File: config.mk
export PLATFORM = sky130hd
export DESIGN_NAME = conv_mem_scheduler
export DESIGN_NICKNAME = d
export VERILOG_FILES = /design/src/rtl/conv_mem_scheduler_pkg.sv /design/src/rtl/conv_mem_scheduler_watchdog.sv /design/src/rtl/conv_mem_scheduler.sv
export SDC_FILE = /design/constraint.sdc
export NUM_CORES = 1
export LEC_CHECK = 0
export BUFFER_PORTS_ARGS = -buffer_cell sky130_fd_sc_hd__buf_4
export CORE_MARGIN = 1.5
export CORE_UTILIZATION = 32
export DETAILED_ROUTE_END_ITERATION = 8
export SETUP_SLACK_MARGIN = 0.4
export SLEW_MARGIN = 10
export SYNTH_ARGS = -nofsm -noshare
export SYNTH_HDL_FRONTEND = slang
export SYNTH_SLANG_ARGS = --single-unit
File: constraint.sdc
create_clock -name clk -period 1.9 [get_ports clk]
set_input_delay 0.095 -clock clk [delete_from_list [all_inputs] [get_ports clk]]
set_output_delay 0.095 -clock clk [all_outputs]
set_load 0.03 [all_outputs]
File: src/rtl/conv_mem_scheduler_pkg.sv
// Shared state encoding and phase width for the convolution memory scheduler.
package conv_sched_pkg;

    localparam int PHASE_W = 3;

    typedef enum logic [PHASE_W-1:0] {
        ST_IDLE      = 3'd0,
        ST_LOAD      = 3'd1,
        ST_RUN       = 3'd2,
        ST_DUMP_RD   = 3'd3,
        ST_DUMP_HOLD = 3'd4,
        ST_DONE      = 3'd5
    } sched_state_e;

endpackage

File: src/rtl/conv_mem_scheduler_watchdog.sv
// RUN-phase watchdog: counts enabled cycles and flags the cycle that reaches LIMIT.
module sched_watchdog #(
    parameter int unsigned LIMIT = 1000000
) (
    input  logic clk,
    input  logic rst_n,
    input  logic clear,
    input  logic enable,
    output logic expired
);

    localparam int CNT_W = 32;
    localparam logic [CNT_W-1:0] TC = (LIMIT == 0) ? 32'd0 : CNT_W'(LIMIT - 1);

    logic [CNT_W-1:0] count_r;

    // Elapsed enabled cycles since the last clear.
    always_ff @(posedge clk or negedge rst_n) begin
        if (!rst_n) begin
            count_r <= 32'd0;
        end else if (clear) begin
            count_r <= 32'd0;
        end else if (enable && !expired) begin
            count_r <= count_r + 32'd1;
        end else begin
            count_r <= count_r;
        end
    end

    // Terminal-count pulse; a zero limit disables the watchdog entirely.
    always_comb begin
        expired = 1'b0;
        if (LIMIT == 0) begin
            expired = 1'b0;
        end else if (enable && (count_r == TC)) begin
            expired = 1'b1;
        end else begin
            expired = 1'b0;
        end
    end

endmodule

File: src/rtl/conv_mem_scheduler.sv
// Time-shares the single-port data RAM between image load, processor run and result dump.
module conv_mem_scheduler
    import conv_sched_pkg::*;
#(
    parameter int          ADDR_W       = 16,
    parameter int          DATA_W       = 8,
    parameter int unsigned LOAD_BASE    = 0,
    parameter int unsigned LOAD_WORDS   = 4096,
    parameter int unsigned RESULT_BASE  = 4096,
    parameter int unsigned RESULT_WORDS = 1024,
    parameter int unsigned RUN_TIMEOUT  = 1000000
) (
    input  logic               clk,
    input  logic               rst_n,
    input  logic               start,
    input  logic               ld_valid,
    input  logic [DATA_W-1:0]  ld_data,
    output logic               ld_ready,
    output logic               cpu_enable,
    input  logic               cpu_finish,
    input  logic               cpu_req,
    input  logic               cpu_we,
    input  logic [ADDR_W-1:0]  cpu_addr,
    input  logic [DATA_W-1:0]  cpu_wdata,
    output logic [DATA_W-1:0]  cpu_rdata,
    output logic               cpu_ack,
    output logic               rd_valid,
    output logic [DATA_W-1:0]  rd_data,
    input  logic               rd_ready,
    output logic               mem_en,
    output logic               mem_we,
    output logic [ADDR_W-1:0]  mem_addr,
    output logic [DATA_W-1:0]  mem_wdata,
    input  logic [DATA_W-1:0]  mem_rdata,
    output logic [PHASE_W-1:0] phase,
    output logic               done,
    output logic               timeout_err
);

    localparam int CNT_W = ADDR_W + 1;
    localparam logic [ADDR_W-1:0] LOAD_BASE_A   = ADDR_W'(LOAD_BASE);
    localparam logic [ADDR_W-1:0] RESULT_BASE_A = ADDR_W'(RESULT_BASE);
    localparam logic [CNT_W-1:0]  LOAD_LAST     = CNT_W'(LOAD_WORDS - 1);
    localparam logic [CNT_W-1:0]  RESULT_LAST   = CNT_W'(RESULT_WORDS - 1);

    sched_state_e      state_r;
    sched_state_e      state_nxt_s;
    logic [CNT_W-1:0]  cnt_r;
    logic              timeout_err_r;
    logic              cpu_ack_r;
    logic              cpu_rd_pend_r;
    logic [DATA_W-1:0] cpu_rdata_r;
    logic              hold_first_r;
    logic [DATA_W-1:0] rd_data_r;
    logic              start_ok_s;
    logic              ld_fire_s;
    logic              cpu_fire_s;
    logic              rd_fire_s;
    logic              wd_expired_s;
    logic              run_s;

    assign run_s      = (state_r == ST_RUN);
    assign start_ok_s = start && ((state_r == ST_IDLE) || (state_r == ST_DONE));
    assign ld_fire_s  = (state_r == ST_LOAD) && ld_valid;
    assign cpu_fire_s = run_s && cpu_req;
    assign rd_fire_s  = (state_r == ST_DUMP_HOLD) && rd_ready;

    sched_watchdog #(
        .LIMIT (RUN_TIMEOUT)
    ) u_watchdog (
        .clk     (clk),
        .rst_n   (rst_n),
        .clear   (!run_s),
        .enable  (run_s),
        .expired (wd_expired_s)
    );

    // State register.
    always_ff @(posedge clk or negedge rst_n) begin
        if (!rst_n) begin
            state_r <= ST_IDLE;
        end else begin
            state_r <= state_nxt_s;
        end
    end

    // Next-state logic.
    always_comb begin
        state_nxt_s = state_r;
        case (state_r)
            ST_IDLE, ST_DONE: begin
                if (start) state_nxt_s = ST_LOAD;
                else       state_nxt_s = state_r;
            end
            ST_LOAD: begin
                if (ld_fire_s && (cnt_r == LOAD_LAST)) state_nxt_s = ST_RUN;
                else                                   state_nxt_s = ST_LOAD;
            end
            ST_RUN: begin
                if (cpu_finish || wd_expired_s) state_nxt_s = ST_DUMP_RD;
                else                            state_nxt_s = ST_RUN;
            end
            ST_DUMP_RD: begin
                state_nxt_s = ST_DUMP_HOLD;
            end
            ST_DUMP_HOLD: begin
                if (rd_fire_s && (cnt_r == RESULT_LAST)) state_nxt_s = ST_DONE;
                else if (rd_fire_s)                      state_nxt_s = ST_DUMP_RD;
                else                                     state_nxt_s = ST_DUMP_HOLD;
            end
            default: begin
                state_nxt_s = ST_IDLE;
            end
        endcase
    end

    // Word counter shared by LOAD and DUMP; it is zero whenever RUN starts.
    always_ff @(posedge clk or negedge rst_n) begin
        if (!rst_n) begin
            cnt_r <= '0;
        end else if (start_ok_s) begin
            cnt_r <= '0;
        end else if (ld_fire_s) begin
            cnt_r <= (cnt_r == LOAD_LAST) ? '0 : cnt_r + 1'b1;
        end else if (rd_fire_s) begin
            cnt_r <= (cnt_r == RESULT_LAST) ? '0 : cnt_r + 1'b1;
        end else begin
            cnt_r <= cnt_r;
        end
    end

    // Sticky watchdog abort flag, cleared only by a new start.
    always_ff @(posedge clk or negedge rst_n) begin
        if (!rst_n) begin
            timeout_err_r <= 1'b0;
        end else if (start_ok_s) begin
            timeout_err_r <= 1'b0;
        end else if (run_s && wd_expired_s) begin
            timeout_err_r <= 1'b1;
        end else begin
            timeout_err_r <= timeout_err_r;
        end
    end

    // Processor ack pipeline and read-data holding registers.
    always_ff @(posedge clk or negedge rst_n) begin
        if (!rst_n) begin
            cpu_ack_r     <= 1'b0;
            cpu_rd_pend_r <= 1'b0;
            cpu_rdata_r   <= '0;
            hold_first_r  <= 1'b0;
            rd_data_r     <= '0;
        end else begin
            cpu_ack_r     <= cpu_fire_s;
            cpu_rd_pend_r <= cpu_fire_s && !cpu_we;
            cpu_rdata_r   <= cpu_rd_pend_r ? mem_rdata : cpu_rdata_r;
            hold_first_r  <= (state_r == ST_DUMP_RD);
            rd_data_r     <= hold_first_r ? mem_rdata : rd_data_r;
        end
    end

    // RAM read data is only valid in the cycle after the access, so pass it through then.
    assign cpu_rdata   = cpu_rd_pend_r ? mem_rdata : cpu_rdata_r;
    assign cpu_ack     = cpu_ack_r;
    assign phase       = state_r;
    assign timeout_err = timeout_err_r;

    // Per-state output decode; exactly one requester owns the RAM port.
    always_comb begin
        ld_ready   = 1'b0;
        cpu_enable = 1'b0;
        rd_valid   = 1'b0;
        rd_data    = '0;
        done       = 1'b0;
        mem_en     = 1'b0;
        mem_we     = 1'b0;
        mem_addr   = '0;
        mem_wdata  = '0;
        case (state_r)
            ST_LOAD: begin
                ld_ready = 1'b1;
                if (ld_valid) begin
                    mem_en    = 1'b1;
                    mem_we    = 1'b1;
                    mem_addr  = LOAD_BASE_A + cnt_r[ADDR_W-1:0];
                    mem_wdata = ld_data;
                end else begin
                    mem_en = 1'b0;
                end
            end
            ST_RUN: begin
                cpu_enable = 1'b1;
                if (cpu_req) begin
                    mem_en    = 1'b1;
                    mem_we    = cpu_we;
                    mem_addr  = cpu_addr;
                    mem_wdata = cpu_we ? cpu_wdata : '0;
                end else begin
                    mem_en = 1'b0;
                end
            end
            ST_DUMP_RD: begin
                mem_en   = 1'b1;
                mem_addr = RESULT_BASE_A + cnt_r[ADDR_W-1:0];
            end
            ST_DUMP_HOLD: begin
                rd_valid = 1'b1;
                rd_data  = hold_first_r ? mem_rdata : rd_data_r;
            end
            ST_DONE: begin
                done = 1'b1;
            end
            default: begin
                done = 1'b0;
            end
        endcase
    end

endmodule

==> impl_metrics.ini <==
[layout]
area_growth_pct = 89.0
diodes = 0
drive_above_1_share = 0.628
nets = 709
final_area_um2 = 7770
register_area_um2 = 1810
final_core_util = 0.618
multi_input_area_um2 = 3030
fillers = 962

[logic_synthesis]
synthCells = 423
syn-cell-area_um2 = 4110
synth-seq-cells = 72
synth.distinct_cells = 59
avgSynthCellArea_um2 = 9.72
ys_async_sr_fraction = 1.00
synth_edf_count = 0
synth_most_common_cell = dfrtp_1
synth_top_area_share = 0.438
yosysTopAreaCell = dfrtp_1
synth.net_count = 475
synth_common_cells = dfrtp_1 (72), nand2_1 (33), nor2_1 (32)
yosysWarnings = 0
yosysSeqAreaShare = 0.438
synthFlopType = dfrtp_1
netlist_top_cells_area = dfrtp_1 (44%), mux2_2 (4.4%), a22o_1 (4.3%)

[global_route]
grt-ovfl-total = 0
first_global_vias = 4392
grt_pass1_wl_um = 22100
gr-usage-met2 = 0.373
grt_start_max_net_pins = 40
gr-usage-met1 = 0.255
grt.busiest_layer = met2
met3_usage = 0.0446
grt_usage = 0.212
antenna_found_initial = 0

[clocking]
ctsHtreeMaxLevel = 3
cts_root_buffer = clkbuf_16
cts_tree = done
clkLatencyLatePin_ps = 340
cts.sinks = 72
cts_buffer_depth = 2
clk_pin_slew_ps = 60
numCtsBuffers = 9

[timing]
fmax_mhz = 500
period_share = 1.05
rsz0062_at_grt = yes
clock_skew_ps = 6.74
finalHoldViolations = 0
relSlewSlack = 0.637
hold_ws_ps = 17.5
setup_ws_ps = -98.3
slew_viol_final = 0
post-route-min-period_ps = 2000
worst_pin_slew_ps = 544
finalSetupViolCount = 27
finalSetupTns_ps = -1220

[outcome]
violations = negative setup slack
outcome = finished with violations

[floorplan]
die_width_um = 116
io_pins = 99
start_util = 0.327
core_region_area_um2 = 12600
die_area_um2 = 13500
die_height_um = 116
rows = 41

[power]
p_switching_w = 0.00145
p_int_w = 0.00349
power.share.clock = 0.375
cellPowerDensity_nw_per_um2 = 636
pwr-share-comb = 0.287
ir_drop_uv = 462
seq_power_share = 0.337
swShare = 0.294
p_leak_nw = 3.61

[route]
avgRoutedWirePerCell_um = 17.5
drtIter0Drc = 226
final_antenna_net_count = 0
vias = 4389
firstDrtPassIters = 5
drc = 0
vias_per_cell = 5.26
postRouteWirelength_um = 14600

[placement]
dp_hpwl_um = 8330
port_buffers = 98
routabilityCongestion = 0.821
placed_area_um2 = 5750

[critical_path]
required_ps = 2110
arrival_ps = 2210
rr_worst_depth = 8
startpoint_type = flip-flop
critPathSlowestCell = or4b_4
critPathCaptureType = flip-flop
critPathTopFamily = simple AND/OR/NAND/NOR gates
max_stage_delay_ps = 510
crit_fanout = 5
crit_type = flip-flop to flip-flop
cp_cell_sequence = inv_2, ha_4, or4b_4, nor2_4, a21oi_4, clkbuf_16, a31oi_1, o22ai_1
crit_buf_inv = 2
path_depth = 8

[flow_run]
max-cap-violations = 0

[min_path]
whs_path_depth = 2
hp-class = input port to flip-flop
## cell families after synthesis
kind of cell,count (synthesis),share of synthesized area
multiplexers,17,0.0463
XOR/XNOR,21,0.0447
AO/OA/AOI/OAI,81,0.147
flip-flops,72,0.438
adder cells (fa/ha/maj),4,0.0122
buffers and inverters,40,0.0466
AND/OR/NAND/NOR,188,0.265
## metal layers
| metal | up-vias | part of all wire | wire, µm |
|---|---|---|---|
| met5 | - | 0 | 0 |
| met1 | 2185 | 0.41 | 6000 |
| li1 | 2042 | - | - |
| met4 | 0 | 0.016 | 227 |
| met3 | 15 | 0.052 | 767 |
| met2 | 147 | 0.52 | 7630 |
## stage by stage
step / instances / setup slack [ps] / total power [W]
2_1_floorplan: 423 / -43.1 / 0.00235
3_3_place_gp: 729 / -122 / 0.00280
3_5_place_dp: 729 / -274 / 0.00282
4_1_cts: 818 / -67.3 / 0.00483
5_1_grt: 834 / -157 / 0.00513
6_report: 834 / -98.3 / 0.00494
## flip-flops by register name, summed over array words and instances (netlist names)
signal              flops
u_watchdog.count_r     32
cnt_r                  17
cpu_rdata_r             8
rd_data_r               8
phase                   3
cpu_ack                 1
cpu_rd_pend_r           1
hold_first_r            1
timeout_err             1
## layout make-up
type	count	area share
sequential	72	0.233
tap	172	0.0277
inverter	16	0.00901
timing repair buffer	242	0.300
clock inverter	5	0.0101
multi-input combinational	316	0.389
clock buffer	11	0.0312
## final timing paths
path	start	end	slack [ps]
min	mem_rdata[1]	cpu_rdata_r[1]	20
min in group asynchronous	rst_n	rd_data_r[6]	290
min reg2reg	cpu_rdata_r[1]	cpu_rdata_r[1]	490
max	cnt_r[12]	cnt_r[14]	-100
max reg2reg	cnt_r[12]	cnt_r[14]	-100
max in group asynchronous	rst_n	u_watchdog.count_r[7]	1020
## what timing repair did
action | CTS | global route
setup buffers | 62 | 12
setup endpoints to repair | 100 | 88
hold endpoints to repair | 39 | 0
pin swaps | 61 | 57
cloned | 9 | 4
hold buffers | 2 | 0
gates resized for setup | 170 | 55
## cell usage in the layout, fill, tap and decap left out, types with 7 or more instances in the layout
cell / n
and3_4: 14
dfrtp_1: 66
nor2_1: 28
nor4_4: 10
nor3_4: 7
xnor2_1: 14
buf_4: 138
mux2_2: 13
clkbuf_16: 13
nand2_1: 27
inv_1: 10
buf_6: 89
a22o_4: 20
nand3_1: 20
and2_4: 8
nand4_1: 14
o21ai_0: 9
## power groups by stage
stage | sequential [W] | combinational, W | clock, W
finish | 0.00167 | 0.00142 | 0.00186
CTS | 0.00166 | 0.00129 | 0.00187
global route | 0.00167 | 0.00152 | 0.00194
floorplan | 0.00173 | 0.000619 | 0
global placement | 0.00169 | 0.00111 | 0
detailed placement | 0.00169 | 0.00113 | 0
No activity file was read; power rests on OpenSTA's default activity.
